## src/rtl/hdlc_tx_sequencer.sv

```systemverilog
// HDLC transmit sequencer: start flag, LSB-first payload with zero insertion,
// end flag, and a 0-then-seven-1s abort pattern. All outputs are registered.
module hdlc_tx_sequencer #(
  parameter int MAX_BYTES = 128
) (
  input  logic       Clk,
  input  logic       Rst,
  input  logic       Tx_Enable,
  input  logic       Tx_AbortFrame,
  input  logic [7:0] Tx_FrameSize,
  input  logic [7:0] Tx_Data,
  output logic       Tx_RdBuff,
  output logic       Tx,
  output logic       Tx_ValidFrame,
  output logic       Tx_AbortedTrans,
  output logic       Tx_Done,
  output logic       Tx_SizeErr,
  output logic [2:0] DbgState
);

  typedef enum logic [2:0] {
    IDLE       = 3'd0,
    START_FLAG = 3'd1,
    DATA       = 3'd2,
    END_FLAG   = 3'd3,
    ABORT      = 3'd4
  } state_t;

  localparam logic [7:0] FLAG = 8'h7E;
  localparam logic [8:0] MAX_SIZE = 9'(MAX_BYTES);

  state_t     state;
  logic [3:0] bitCnt;
  logic [7:0] shiftReg;
  logic [7:0] holdReg;
  logic [2:0] bitsLeft;
  logic [2:0] onesCnt;
  logic [7:0] byteCnt;
  logic       fetchPend;
  logic       sizeOk;
  logic [7:0] loadByte;

  // Buffer read: a Tx_RdBuff pulse in cycle c means Tx_Data is valid in c+1
  // only; fetchPend marks that cycle so the byte is captured (or, for byte 0,
  // loaded straight into the shifter at the end of the start flag).
  assign sizeOk   = (Tx_FrameSize != 8'd0) && ({1'b0, Tx_FrameSize} <= MAX_SIZE);
  assign loadByte = fetchPend ? Tx_Data : holdReg;
  assign DbgState = state;

  always_ff @(posedge Clk) begin
    if (Rst) begin
      state           <= IDLE;
      bitCnt          <= 4'd0;
      shiftReg        <= 8'd0;
      holdReg         <= 8'd0;
      bitsLeft        <= 3'd0;
      onesCnt         <= 3'd0;
      byteCnt         <= 8'd0;
      fetchPend       <= 1'b0;
      Tx              <= 1'b1;
      Tx_ValidFrame   <= 1'b0;
      Tx_AbortedTrans <= 1'b0;
      Tx_Done         <= 1'b0;
      Tx_RdBuff       <= 1'b0;
      Tx_SizeErr      <= 1'b0;
    end else begin
      Tx_Done    <= 1'b0;
      Tx_SizeErr <= 1'b0;
      Tx_RdBuff  <= 1'b0;
      fetchPend  <= Tx_RdBuff;
      if (fetchPend) holdReg <= Tx_Data;

      case (state)
        IDLE: begin
          Tx            <= 1'b1;
          Tx_ValidFrame <= 1'b0;
          if (Tx_Enable) begin
            if (sizeOk) begin
              state           <= START_FLAG;
              Tx              <= FLAG[0];
              Tx_ValidFrame   <= 1'b1;
              Tx_AbortedTrans <= 1'b0;
              bitCnt          <= 4'd1;
              byteCnt         <= Tx_FrameSize;
              onesCnt         <= 3'd0;
            end else begin
              Tx_SizeErr <= 1'b1;
            end
          end
        end

        START_FLAG: begin
          if (Tx_AbortFrame) begin
            state           <= ABORT;
            Tx              <= 1'b0;
            Tx_ValidFrame   <= 1'b0;
            Tx_AbortedTrans <= 1'b1;
            bitCnt          <= 4'd1;
          end else if (bitCnt == 4'd8) begin
            state     <= DATA;
            Tx        <= loadByte[0];
            shiftReg  <= loadByte >> 1;
            bitsLeft  <= 3'd7;
            onesCnt   <= {2'b00, loadByte[0]};
            byteCnt   <= (byteCnt != 8'd0) ? byteCnt - 8'd1 : 8'd0;
            Tx_RdBuff <= (byteCnt > 8'd1);
          end else begin
            Tx     <= FLAG[bitCnt[2:0]];
            bitCnt <= bitCnt + 4'd1;
            if (bitCnt == 4'd6) Tx_RdBuff <= 1'b1;
          end
        end

        DATA: begin
          if (Tx_AbortFrame) begin
            state           <= ABORT;
            Tx              <= 1'b0;
            Tx_ValidFrame   <= 1'b0;
            Tx_AbortedTrans <= 1'b1;
            bitCnt          <= 4'd1;
          end else if (onesCnt == 3'd5) begin
            // Stuffed zero: the shifter holds its position for this cycle.
            Tx      <= 1'b0;
            onesCnt <= 3'd0;
          end else if (bitsLeft != 3'd0) begin
            Tx       <= shiftReg[0];
            shiftReg <= shiftReg >> 1;
            bitsLeft <= bitsLeft - 3'd1;
            onesCnt  <= shiftReg[0] ? onesCnt + 3'd1 : 3'd0;
          end else if (byteCnt != 8'd0) begin
            Tx        <= loadByte[0];
            shiftReg  <= loadByte >> 1;
            bitsLeft  <= 3'd7;
            onesCnt   <= loadByte[0] ? onesCnt + 3'd1 : 3'd0;
            byteCnt   <= byteCnt - 8'd1;
            Tx_RdBuff <= (byteCnt > 8'd1);
          end else begin
            state         <= END_FLAG;
            Tx            <= FLAG[0];
            Tx_ValidFrame <= 1'b0;
            bitCnt        <= 4'd1;
          end
        end

        END_FLAG: begin
          if (bitCnt == 4'd8) begin
            state   <= IDLE;
            Tx      <= 1'b1;
            Tx_Done <= 1'b1;
          end else begin
            Tx     <= FLAG[bitCnt[2:0]];
            bitCnt <= bitCnt + 4'd1;
          end
        end

        ABORT: begin
          Tx <= 1'b1;
          if (bitCnt == 4'd8) state <= IDLE;
          else bitCnt <= bitCnt + 4'd1;
        end

        default: begin
          state <= IDLE;
          Tx    <= 1'b1;
        end
      endcase
    end
  end

endmodule
```

## config.mk

```make
export PLATFORM = sky130hd
export DESIGN_NAME = hdlc_tx_sequencer
export DESIGN_NICKNAME = d
export VERILOG_FILES = /design/src/rtl/hdlc_tx_sequencer.sv
export SDC_FILE = /design/constraint.sdc
export NUM_CORES = 1
export LEC_CHECK = 0
export CAP_MARGIN = 20
export CORE_MARGIN = 5
export CORE_UTILIZATION = 50
export CTS_BUF_LIST = sky130_fd_sc_hd__clkbuf_4 sky130_fd_sc_hd__clkbuf_8 sky130_fd_sc_hd__clkbuf_16
export CTS_CLUSTER_DIAMETER = 60
export DETAILED_ROUTE_END_ITERATION = 8
export PLACE_DENSITY_LB_ADDON = 0.08
export SYNTH_ARGS = -nofsm -noshare
export SYNTH_HDL_FRONTEND = slang
export SYNTH_SLANG_ARGS = --single-unit
```

## constraint.sdc

```tcl
create_clock -name Clk -period 2.15 [get_ports Clk]
set_input_delay 0.5375 -clock Clk [delete_from_list [all_inputs] [get_ports Clk]]
set_output_delay 0.5375 -clock Clk [all_outputs]
set_load 0.1 [all_outputs]
```

# After elaboration in Yosys (flattened, before gate mapping)
# Memories as Yosys holds them, arrays and structs flattened. A register that Yosys moved wholly into a read port is not among the register bits.
# Index checks and enable logic that the tools add are counted.
# W data, S select, Z words.
[word_totals] mem_count=1 elab_cells=158 output_inout_bits=9 ff_bits=44 inputBits=20 rom_bits=8
[op_classes] n_eq_ne=24 n_reduce_logical=20 mux=89 n_lt_le_gt_ge=3 n_addsub=4 n_bitwise=3
[memory_table] memory="(name not given)" words=8 word_bits=1 read_ports=1 rd_clocked_by_memory_dff=1 wr=0 line_no="151" rtl="Tx <= FLAG[bitCnt[2:0]];"
[ops] op="$mux W8" count=16
[ops] op="$mux W3" count=27
[ops] op="$mux W4" count=8
[ops] op="$mux W1" count=28
[ops] op="$pmux W8 S3" count=1
[ops] op="$ne A2 B2 Y1 const B" count=9
[ops] op="$pmux W4 S4" count=1
[ops] op="$pmux W8 S2" count=1
[ops] op="$reduce_bool A8 Y1" count=2
[ops] op="$ne A3 B3 Y1 const B" count=5
[ops] op="$reduce_and A7 Y1" count=2
[ops] op="$pmux W3 S4" count=1
[ops] op="$reduce_and A6 Y1" count=2
[ops] op="$pmux W3 S3" count=1
[ops] op="$reduce_and A9 Y1" count=1
[ops] op="$gt A8 B1 Y1 const B" count=1
[ops] op="$le A8 B8 Y1 const B" count=1
[ops] op="$sub A8 B1 Y8 const B" count=1
[ops] op="$eq A3 B2 Y1 const B" count=2
[ops] op="$eq A3 B3 Y1 const B" count=2
[ops] op="$pmux W3 S2" count=1
[ops] op="$reduce_bool A3 Y1" count=2
[ops] op="$reduce_or A2 Y1" count=3
[ops] op="$reduce_and A5 Y1" count=1
[ops] op="19 further kinds" count=24

# Logic depth before layout (Yosys ltp)
# Gate-level depths: netlist of the first run.
[depth] ltp_word=8 ltp_mapped=10 ltp_nobuf=8

# Least setup slack after synthesis of the first run
# No wires, ideal clock.
[synth_path] kind="reg-to-reg" startpoint="register state[0], in the netlist DbgState[0]" endpoint="register byteCnt[2]" setup_slack_ps=-455 required_ps=2019 synth_period_minus_slack_ps=2605 arrival_ps=2475 stages_incl_launch_ff=8 setup_ps=131 path_buffers=1 path_cell_list="dfxtp_1 > xnor2_1 > or2_1 > a2111oi_4 > a31oi_4 > buf_6 > o211ai_1 > o31ai_1"
[synth_between] elab_chain_len=3 word_cells_on_any_way=14 cone_classes="eq/ne: 10; mux: 1; reduce/logical: 3"
[synth_rtl] element="start, declared" line_no="32" rtl="state_t state;"
[synth_rtl] element="start signal, assigned" line_no="52" rtl="state <= IDLE;"
[synth_rtl] element="start signal, assigned" line_no="79" rtl="state <= START_FLAG;"
[synth_rtl] element="start signal, assigned" line_no="94" rtl="state <= ABORT;"
[synth_rtl] element="$eq A3 B2 Y1 (tied with other cells)" line_no="73" rtl="case (state)"
[synth_rtl] element="$ne A2 B2 Y1 (no line) or $reduce_bool A3 Y1 (tied branches)"
[synth_rtl] element="$reduce_and A9 Y1 (no line)"
[synth_rtl] element="end signal, assigned" line_no="84" rtl="byteCnt <= Tx_FrameSize;"
[synth_rtl] element="end signal, assigned" line_no="105" rtl="byteCnt <= (byteCnt != 8'd0) ? byteCnt - 8'd1 : 8'd0;"
[synth_rtl] element="end signal, assigned" line_no="135" rtl="byteCnt <= byteCnt - 8'd1;"
[synth_rtl] element="end, declared" line_no="38" rtl="logic [7:0] byteCnt;"
# Parallel ways exist; a longest one is shown, timed or not.
# A chain may end at the register's enable or synchronous reset.

==> impl.org, run 1 <==
** Global routing
- Global routing used 22.0% of the available tracks across all layers.
- The number of antenna violations at the first check in global routing came to 0.
- Wire length of the first global-routing pass :: around 11,000 µm
- Maximum number of pins on one net before global-route repair :: 22
- Summed over all layers, the global routing overflow is 0.
- Vias in the first global route :: 2,477

** Floorplanning
- Rows :: 25
- Die Footprint :: about 0.0065 mm²
- I/O pins :: 29
- Initial core utilization :: between 50% and 60%
- The region available for standard cell placement spans around 0.0048 mm².
- The die is 80.6 µm wide.
- Die boundary height :: between 80 and 90 µm

** STA
- In the post-route analysis, the smallest setup slack over all paths is a little over 100 ps.
- At the pin with the least slew margin, the transition time is approximately 470 ps.
- Relative slew slack :: 68.1%
- The count of endpoints failing hold in the final timing report is 0.
- Final worst path period share :: a little over nine tenths
- Total of endpoints with negative setup slack in the final report :: 0
- Crit path time final :: between 2000 and 2500 ps
- Worst hold slack after final layout :: between 400 and 500 ps
- Final Slew Violations :: 0
- Based on the critical path, the design can be clocked at up to between 400 and 500 MHz.
- Setup clock skew after layout :: 6.91 ps

** Routing
- For this block, the initial DRC count from the detailed router was 200.
- The detailed router placed between 2,000 and 2,500 vias in this run.
- In this run the remaining antenna-violating nets after routing total 0.
- After detailed routing, the average wire length per cell comes to between 15 and 20 µm.
- The first TritonRoute pass finished after 4 iterations.
- Using the TritonRoute via totals, the vias-per-cell ratio works out to about 5.7.
- Total wirelength of the detailed-routed design :: between 6000 and 7000 µm
- In the routed design, unresolved DRC markers number 0.

** Final layout
- N_diodes :: 0
- Cells with a size suffix above 1 make up between 30% and 40% of the layout.
- For this run, the post-layout net count is 396.
- Compared with the post-synthesis result, the final layout area differs by 37.6%.

** Synth
- For this run, the leading register cell type out of synthesis is sky130_fd_sc_hd__dfxtp_1.
- EDFF count, synth :: 0
- When the netlist entered floorplanning its net count stood at between 300 and 400.
- The synthesized design devotes to its leading area cell type 35.4% of total area.
- sky130_fd_sc_hd__dfxtp_1 takes more of the synthesized area than any other cell.
- Counting every instance in the synthesized netlist gives 300.
- The commonest cells after synthesis are sky130_fd_sc_hd__nor2_1, sky130_fd_sc_hd__dfxtp_1, sky130_fd_sc_hd__a21oi_1, sky130_fd_sc_hd__nand2_1, sky130_fd_sc_hd__a211oi_1.
- Total standard cell area after synthesis :: ~0.0025 mm²
- Of all flip-flops after synthesis, the portion carrying an async set or reset was 0%.
- After synthesis the netlist holds a flip-flop and latch count of between 40 and 50.
- Sequential element share of the synthesized area :: between 30% and 40%
- Distinct cells, synth :: 62
- After synthesis, the cell types taking the most area are sky130_fd_sc_hd__dfxtp_1, sky130_fd_sc_hd__nor2_1, sky130_fd_sc_hd__a21oi_1.
- Mean instance size in the synthesized netlist :: 8.30 µm²
- By instance count, the leading cell after synthesis is sky130_fd_sc_hd__nor2_1.
- Yosys printed 0 warnings.

** Flow run
- Max-capacitance violation count :: 0

** Setup path
- STA classifies the critical path endpoint as a flip-flop.
- STA puts the critical path data arrival time at about 2300 ps.
- The worst setup path is launched from a primary input.
- Critical-path maximum fanout :: 5
- Worst R2R Start :: byteCnt[0]
- Required @ worst endpoint :: ~2400 ps
- Critical path type :: in -> reg
- Biggest cell delay along the critical path :: 420 ps
- The slowest stage of the critical path belongs to the cell sky130_fd_sc_hd__or3_4.
- R2R cell count :: 9
- Setup slack, reg-to-reg :: just over 100 ps
- In this run the critical register-to-register path is captured at byteCnt[2].
- List of cells traversed by the critical path :: dlygate4sd2_1 -> or3_4 -> nor3_4 -> and3b_4 -> o311a_4 -> and3_4 -> mux2i_1

** Hold path
- Startpoint of the lowest-slack hold path :: Tx_RdBuff
- Endpoint of the worst hold path :: fetchPend
- The min-delay analysis places its worst path in the category reg -> reg.
- Hold-critical path depth :: 1

** Clock tree
- CTS built an H-tree with a depth of 2.
- Clock tree synthesis found a total of 44 sinks.
- Master cell of the clock root buffer :: sky130_fd_sc_hd__clkbuf_8
- Clock latency at the later pin of the worst-skew pair :: 300 ps
- In this run, post-CTS hold repair placed 0 buffers.
- Clock-pin slew was measured on the worst setup and hold paths at 90 ps.
- Maximum buffer depth of the clock tree :: 2
- TritonCTS clock tree :: done
- Buffers inserted during clock tree synthesis total 5.

** Placed design
- The HPWL after detailed placement is 4660 µm.
- Count of port buffers added during placement :: 28
- Post-placement setup slack :: -595 ps
- Gpl congestion :: 0.859

** Power
- In this run the power density over the cells is ~1100 mW/mm².
- In this run the static leakage power is ~1.4 nW.
- Across the VDD grid, the largest voltage drop is between 0.001 and 0.0015 V.

** Outcome
- Result of the run :: finished clean
worst max-delay path by stage:
| stage | from | to | slack [ps] |
|---|---|---|---|
| 3_5_place_dp | Tx_FrameSize[2] | flip-flop | -600 |
| 3_3_place_gp | Tx_FrameSize[2] | DbgState[1] | -530 |
| 4_1_cts | byteCnt[0] | byteCnt[2] | -40 |
| 6_report | Tx_FrameSize[0] | flip-flop | 100 |
| 2_1_floorplan | Tx_FrameSize[2] | flip-flop | -30 |
| 5_1_grt | byteCnt[0] | byteCnt[2] | -3 |
cell usage in the layout (no fill, tap or decap), drive strengths merged, types with 2 or more instances in the layout:
| cell | n |
|---|---|
| o2111ai | 3 |
| a21o | 2 |
| dfxtp | 44 |
| o21ai | 14 |
| o211ai | 2 |
| nor2b | 6 |
| nand3b | 3 |
| buf | 57 |
| nor3b | 5 |
| a21oi | 27 |
| or3 | 2 |
| nor3 | 5 |
| a31oi | 3 |
| mux2i | 12 |
| inv | 11 |
| nand2 | 23 |
| o221ai | 2 |
| nand3 | 4 |
| xnor2 | 3 |
| a211oi | 13 |
| o21a | 2 |
| o211a | 2 |
| clkinv | 2 |
| clkdlybuf4s50 | 12 |
| nor4 | 3 |
| a22oi | 2 |
| o221a | 2 |
| or3b | 2 |
| dlygate4sd2 | 3 |
| ha | 9 |
| nor2 | 51 |
| and3b | 2 |
| clkbuf | 9 |
| a32oi | 2 |
| a2111oi | 2 |
| nand2b | 3 |
critical path: cells and delay by family:
family	cells	cell delay (ps)
muxes	1	120
and+or+nand+nor	4	1030
buffers and inverters	1	240
AOI/OAI and AO/OA	1	360
repair_timing:
action                                 4_1_cts  5_1_grt
gates cloned                                 1        0
gates resized for setup                     32       21
pin swaps                                   17       11
buffers inserted                             6        0
endpoints found under the hold margin        0        0
setup endpoints to repair                   17       16
stage by stage:
stage,TNS (ps),power (mW),instances,area [µm²],util (%)
floorplan,-69.5,2.28,300,2500,-
finish,0,3.86,435,3420,71.5
CTS,-97.1,3.77,437,3390,70.7
detailed placement,-10310,2.92,422,3120,65.2
global placement,-9650,2.91,422,3120,65.2
global route,-2.87,4.09,435,3420,71.5
flip-flops by register name, indices dropped and copies added, names as in the netlist, named ones only:
name             flops
bitsLeft             3
holdReg              8
byteCnt              8
shiftReg             7
fetchPend            1
bitCnt               4
Tx_ValidFrame        1
DbgState             3
Tx_AbortedTrans      1
Tx_Done              1
Tx_RdBuff            1
onesCnt              3
Tx                   1
Tx_SizeErr           1
report_power, final:
| part | switching (mW) | internal [mW] | total [mW] | leakage (nW) |
|---|---|---|---|---|
| clock | 0.297 | 0.333 | 0.630 | 0.0596 |
| combinational | 1.20 | 0.922 | 2.13 | 0.949 |
| sequential | 0.161 | 0.940 | 1.10 | 0.361 |
| total | 1.66 | 2.20 | 3.86 | 1.37 |
logic make-up (layout without fill, tap and decap cells):
| kind of cell | count (synthesis) | in the layout | synth area share, % |
|---|---|---|---|
| muxes | 12 | 12 | 4.83 |
| AOI/OAI and AO/OA | 89 | 89 | 26.1 |
| buffers and inverters | 27 | 95 | 4.42 |
| DFF | 44 | 44 | 35.4 |
| adders and majority gates | 9 | 9 | 4.52 |
| xor gates and xnor gates | 4 | 4 | 1.41 |
| and+or+nand+nor | 115 | 115 | 23.3 |
metal layers:
| metal | GRT usage (%) | wire (µm) | vias up |
|---|---|---|---|
| li1 | - | - | 1218 |
| met1 | 27.3 | 3020 | 1176 |
| met2 | 36.8 | 3230 | 60 |
| met3 | 4.82 | 326 | 13 |
| met4 | 8.45 | 94 | 0 |
| met5 | 0 | 0 | - |
layout make-up:
class                           count  area (µm²)
Inverter                           12        45.0
Clock inverter                      1        8.76
Sequential cell                    44         896
Tap cell                           67        83.8
Clock buffer                        7         108
Multi-Input combinational cell    229        1670
Timing Repair Buffer               75         612
Fill cell                         385        1360
(Power assumes the default switching activity.)
==> run 2, diff against run 1 <==
--- a/config.mk
+++ b/config.mk
@@ -6,7 +6,7 @@
 export NUM_CORES = 1
 export LEC_CHECK = 0
 export CAP_MARGIN = 20
-export CORE_MARGIN = 5
+export CORE_MARGIN = 3
 export CORE_UTILIZATION = 50
 export CTS_BUF_LIST = sky130_fd_sc_hd__clkbuf_4 sky130_fd_sc_hd__clkbuf_8 sky130_fd_sc_hd__clkbuf_16
 export CTS_CLUSTER_DIAMETER = 60
==> impl.org, run 2 (synthesis results as in run 1) <==
** Outcome
- Result of the run :: finished, violations left (was finished clean)
- Failing checks :: negative setup slack

** STA
- Unrepaired setup endpoints after global routing :: yes
- Total of endpoints with negative setup slack in the final report :: 1 (was 0)
- Achievable clock frequency :: 462 MHz (was 488 MHz)
- The max-slew violation count is 0 (unchanged).
- The largest clock skew in the final design was 7.61 ps (was 6.91 ps).
- Final worst path period share :: 101% (was 95.3%)
- The total negative slack was -15.3 ps (was 0 ps).
- PnR worst setup slack :: -15.3 ps (was 101 ps)
- Total count of hold-check failures in the final report :: 0 (unchanged)
- The worst slew slack as a fraction of its limit was 66.8% (was 68.1%).
- The post-layout minimum cycle time came to 2170 ps (was 2050 ps).
- Worst slew pin tran :: 494 ps (was 473 ps)
- Worst hold slack after final layout :: 481 ps (was 491 ps)

** Global routing
- Maximum number of pins on one net before global-route repair :: 24 (was 22)
- The total global routing overflow is 0 (unchanged).
- The wire length of the first global-routing pass came to 11,900 µm (was 11,300 µm).
- The overall routing resource usage was 24.7% (was 22.0%).
- Number of antenna violations at the first check in global routing :: 0 (unchanged)
- Vias in the first global route :: 2,477 (unchanged)

** Power
- The total power per unit cell area came to 1100 mW/mm² (was 1130 mW/mm²).
- Peak VDD IR :: 0.000905 V (was 0.00101 V)
- Overall Power :: 3.83 mW (was 3.86 mW)
- Cell leakage power :: 1.42 nW (was 1.37 nW)

** Final layout
- The area added between synthesis and finish is 39.6% (was 37.6%).
- The post-route non-filler standard cell count was 445 (was 435).
- Number of fill cells :: 400 (was 385)
- Registers with the most flip-flops :: byteCnt (8), holdReg (8), shiftReg (7) (unchanged)
- N_diodes :: 0 (unchanged)
- The layout cell share with drive strength beyond 1 was 29.9% (was 30.2%).
- Post-layout nets :: 406 (was 396)
- The multi-input combinational cell area was 0.00160 mm² (was 0.00167 mm²).
- Most frequent standard cell in the layout excluding fill and tap cells :: sky130_fd_sc_hd__buf_4 (unchanged)
- The total area of sequential cells was 896 µm² (unchanged).
- Highest-count cells in the layout ignoring fill and taps: sky130_fd_sc_hd__buf_4, sky130_fd_sc_hd__nor2_1, sky130_fd_sc_hd__dfxtp_1 (unchanged).

** Setup path
- Startpoint kind of the worst setup timing path :: primary input (unchanged)
- The required time of the critical path is 2390 ps (was 2380 ps).
- Critical-path maximum fanout :: 4 (was 5)
- The arrival time at the worst endpoint is 2410 ps (was 2280 ps).
- The startpoint-to-endpoint class of the critical path is in -> reg (unchanged).
- Kind of end point of the critical path :: flip-flop (unchanged)

** Floorplanning
- The effective utilization at floorplan is 52.3% (was 52.0%).
- The height of the die came to 76.6 µm (was 80.6 µm).
- I/O pins :: 29 (unchanged)
- Rows :: 25 (unchanged)
- Die extent in x :: 76.6 µm (was 80.6 µm)
- The die area is 0.00586 mm² (was 0.00649 mm²).
- Core outline area :: 0.00475 mm² (was 0.00479 mm²)

** Clock tree
- The later-pin clock latency in the skew report was 300 ps (about the same).
- The root cell of the clock tree is sky130_fd_sc_hd__clkbuf_8 (unchanged).
- Hold bufs inserted after CTS :: 0 (unchanged)
- The maximum buffer depth of the clock tree came to 2 (unchanged).
- Num CTS Buffers :: 5 (unchanged)
- Clock-pin slew reported for the worst setup and hold paths after clock tree synthesis :: 90 ps (about the same)
- TritonCTS clock tree :: done (unchanged)
- Clock sink count :: 44 (unchanged)
- The H-tree depth came to 2 (unchanged).

** Routing
- Average detailed-routed wire length per instance :: 15.1 µm (was 15.3 µm)
- Post-route ant nets :: 0 (unchanged)
- The count of unresolved DRC violations after routing came to 0 (unchanged).
- The uppermost metal layer occupied by signal nets is met4 (unchanged).
- Number of DRC violations after detailed-routing iteration 0 :: 174 (was 200)
- The routed via count divided by cell count came to 5.62 (was 5.67).
- Via Count :: 2,501 (was 2,467)
- Total wirelength of the detailed-routed design :: 6730 µm (was 6670 µm)
- The routed length on met2 is 3120 µm (was 3230 µm).
- The number of iterations in the first detailed-routing pass was 4 (unchanged).
- The met3 layer wire length in the routed design came to 367 µm (was 326 µm).
- The routed length on met1 is 3180 µm (was 3020 µm).

** Placed design
- Half-perimeter wire length after placement :: 4760 µm (was 4660 µm)
- The routability-driven placement congestion ratio was 0.826 (was 0.859).
- The post-placement setup slack is -620 ps (was -595 ps).
- The count of input and output buffers is 28 (unchanged).
- Number of instances in the placed design :: 426 (was 422)

** Flow run
- The max-capacitance violation count is 0 (unchanged).

** Hold path
- The type of the worst min-delay path is reg -> reg (unchanged).
[run 2: cell count changes in the layout (fill, tap and decap cells not counted), sizes merged]
cell	previous run	this run
inv	11	12
buf	57	68
clkinvlp	0	1
clkdlybuf4s15	1	0
clkbuf	9	8
clkinv	2	1
[run 2: area by class of cell]
cell class / instances / area share, %
repair buffers: 85 / 21.3
well taps: 67 / 2.41
clock buffers: 6 / 2.70
flip-flops and latches: 44 / 25.8
multi-input cells: 229 / 46.1
clock inverters: 2 / 0.468
inverters: 12 / 1.30
[run 2: final timing paths]
path | start | end | slack, ps | cells past startpoint
worst max-delay path | Tx_FrameSize[5] | flip-flop | -20 | 8
worst min-delay path | Tx_RdBuff | fetchPend | 480 | 1
worst max register to register | byteCnt[0] | byteCnt[2] | 90 | 9
worst min register to register | Tx_RdBuff | fetchPend | 480 | 1
[run 2: per-layer routing]
metal | up-vias | track usage, %
li1 | 1242 | -
met1 | 1177 | 32.7
met2 | 76 | 39.0
met3 | 6 | 7.21
met4 | 0 | 6.88
met5 | - | 0
[run 2: timing repair]
action,CTS,global route
gates resized for setup,36,10
endpoints found under the setup margin,19,14
gates cloned,1,0
pin swaps,18,9
setup buffers,8,4
[run 2: power by group]
part / switching [mW] / internal [mW]
clock network: 0.307 / 0.303
registers: 0.132 / 0.940
logic: 1.19 / 0.962
[run 2: per-stage QoR]
stage | cell area [µm²] | utilization, %
6_report | 3470 | 73.1
5_1_grt | 3470 | 73.1
4_1_cts | 3460 | 72.8
3_5_place_dp | 3180 | 66.8
3_3_place_gp | 3180 | 66.8
2_1_floorplan | 2500 | -
[run 2: critical path, stage by stage]
cell and delay [ps]:
sky130_fd_sc_hd__buf_6 90, sky130_fd_sc_hd__or4_4 570, sky130_fd_sc_hd__nor3_4 190, sky130_fd_sc_hd__and3b_4 250, sky130_fd_sc_hd__buf_6 120, sky130_fd_sc_hd__o311a_4 370
sky130_fd_sc_hd__and3_4 180, sky130_fd_sc_hd__mux2i_1 100
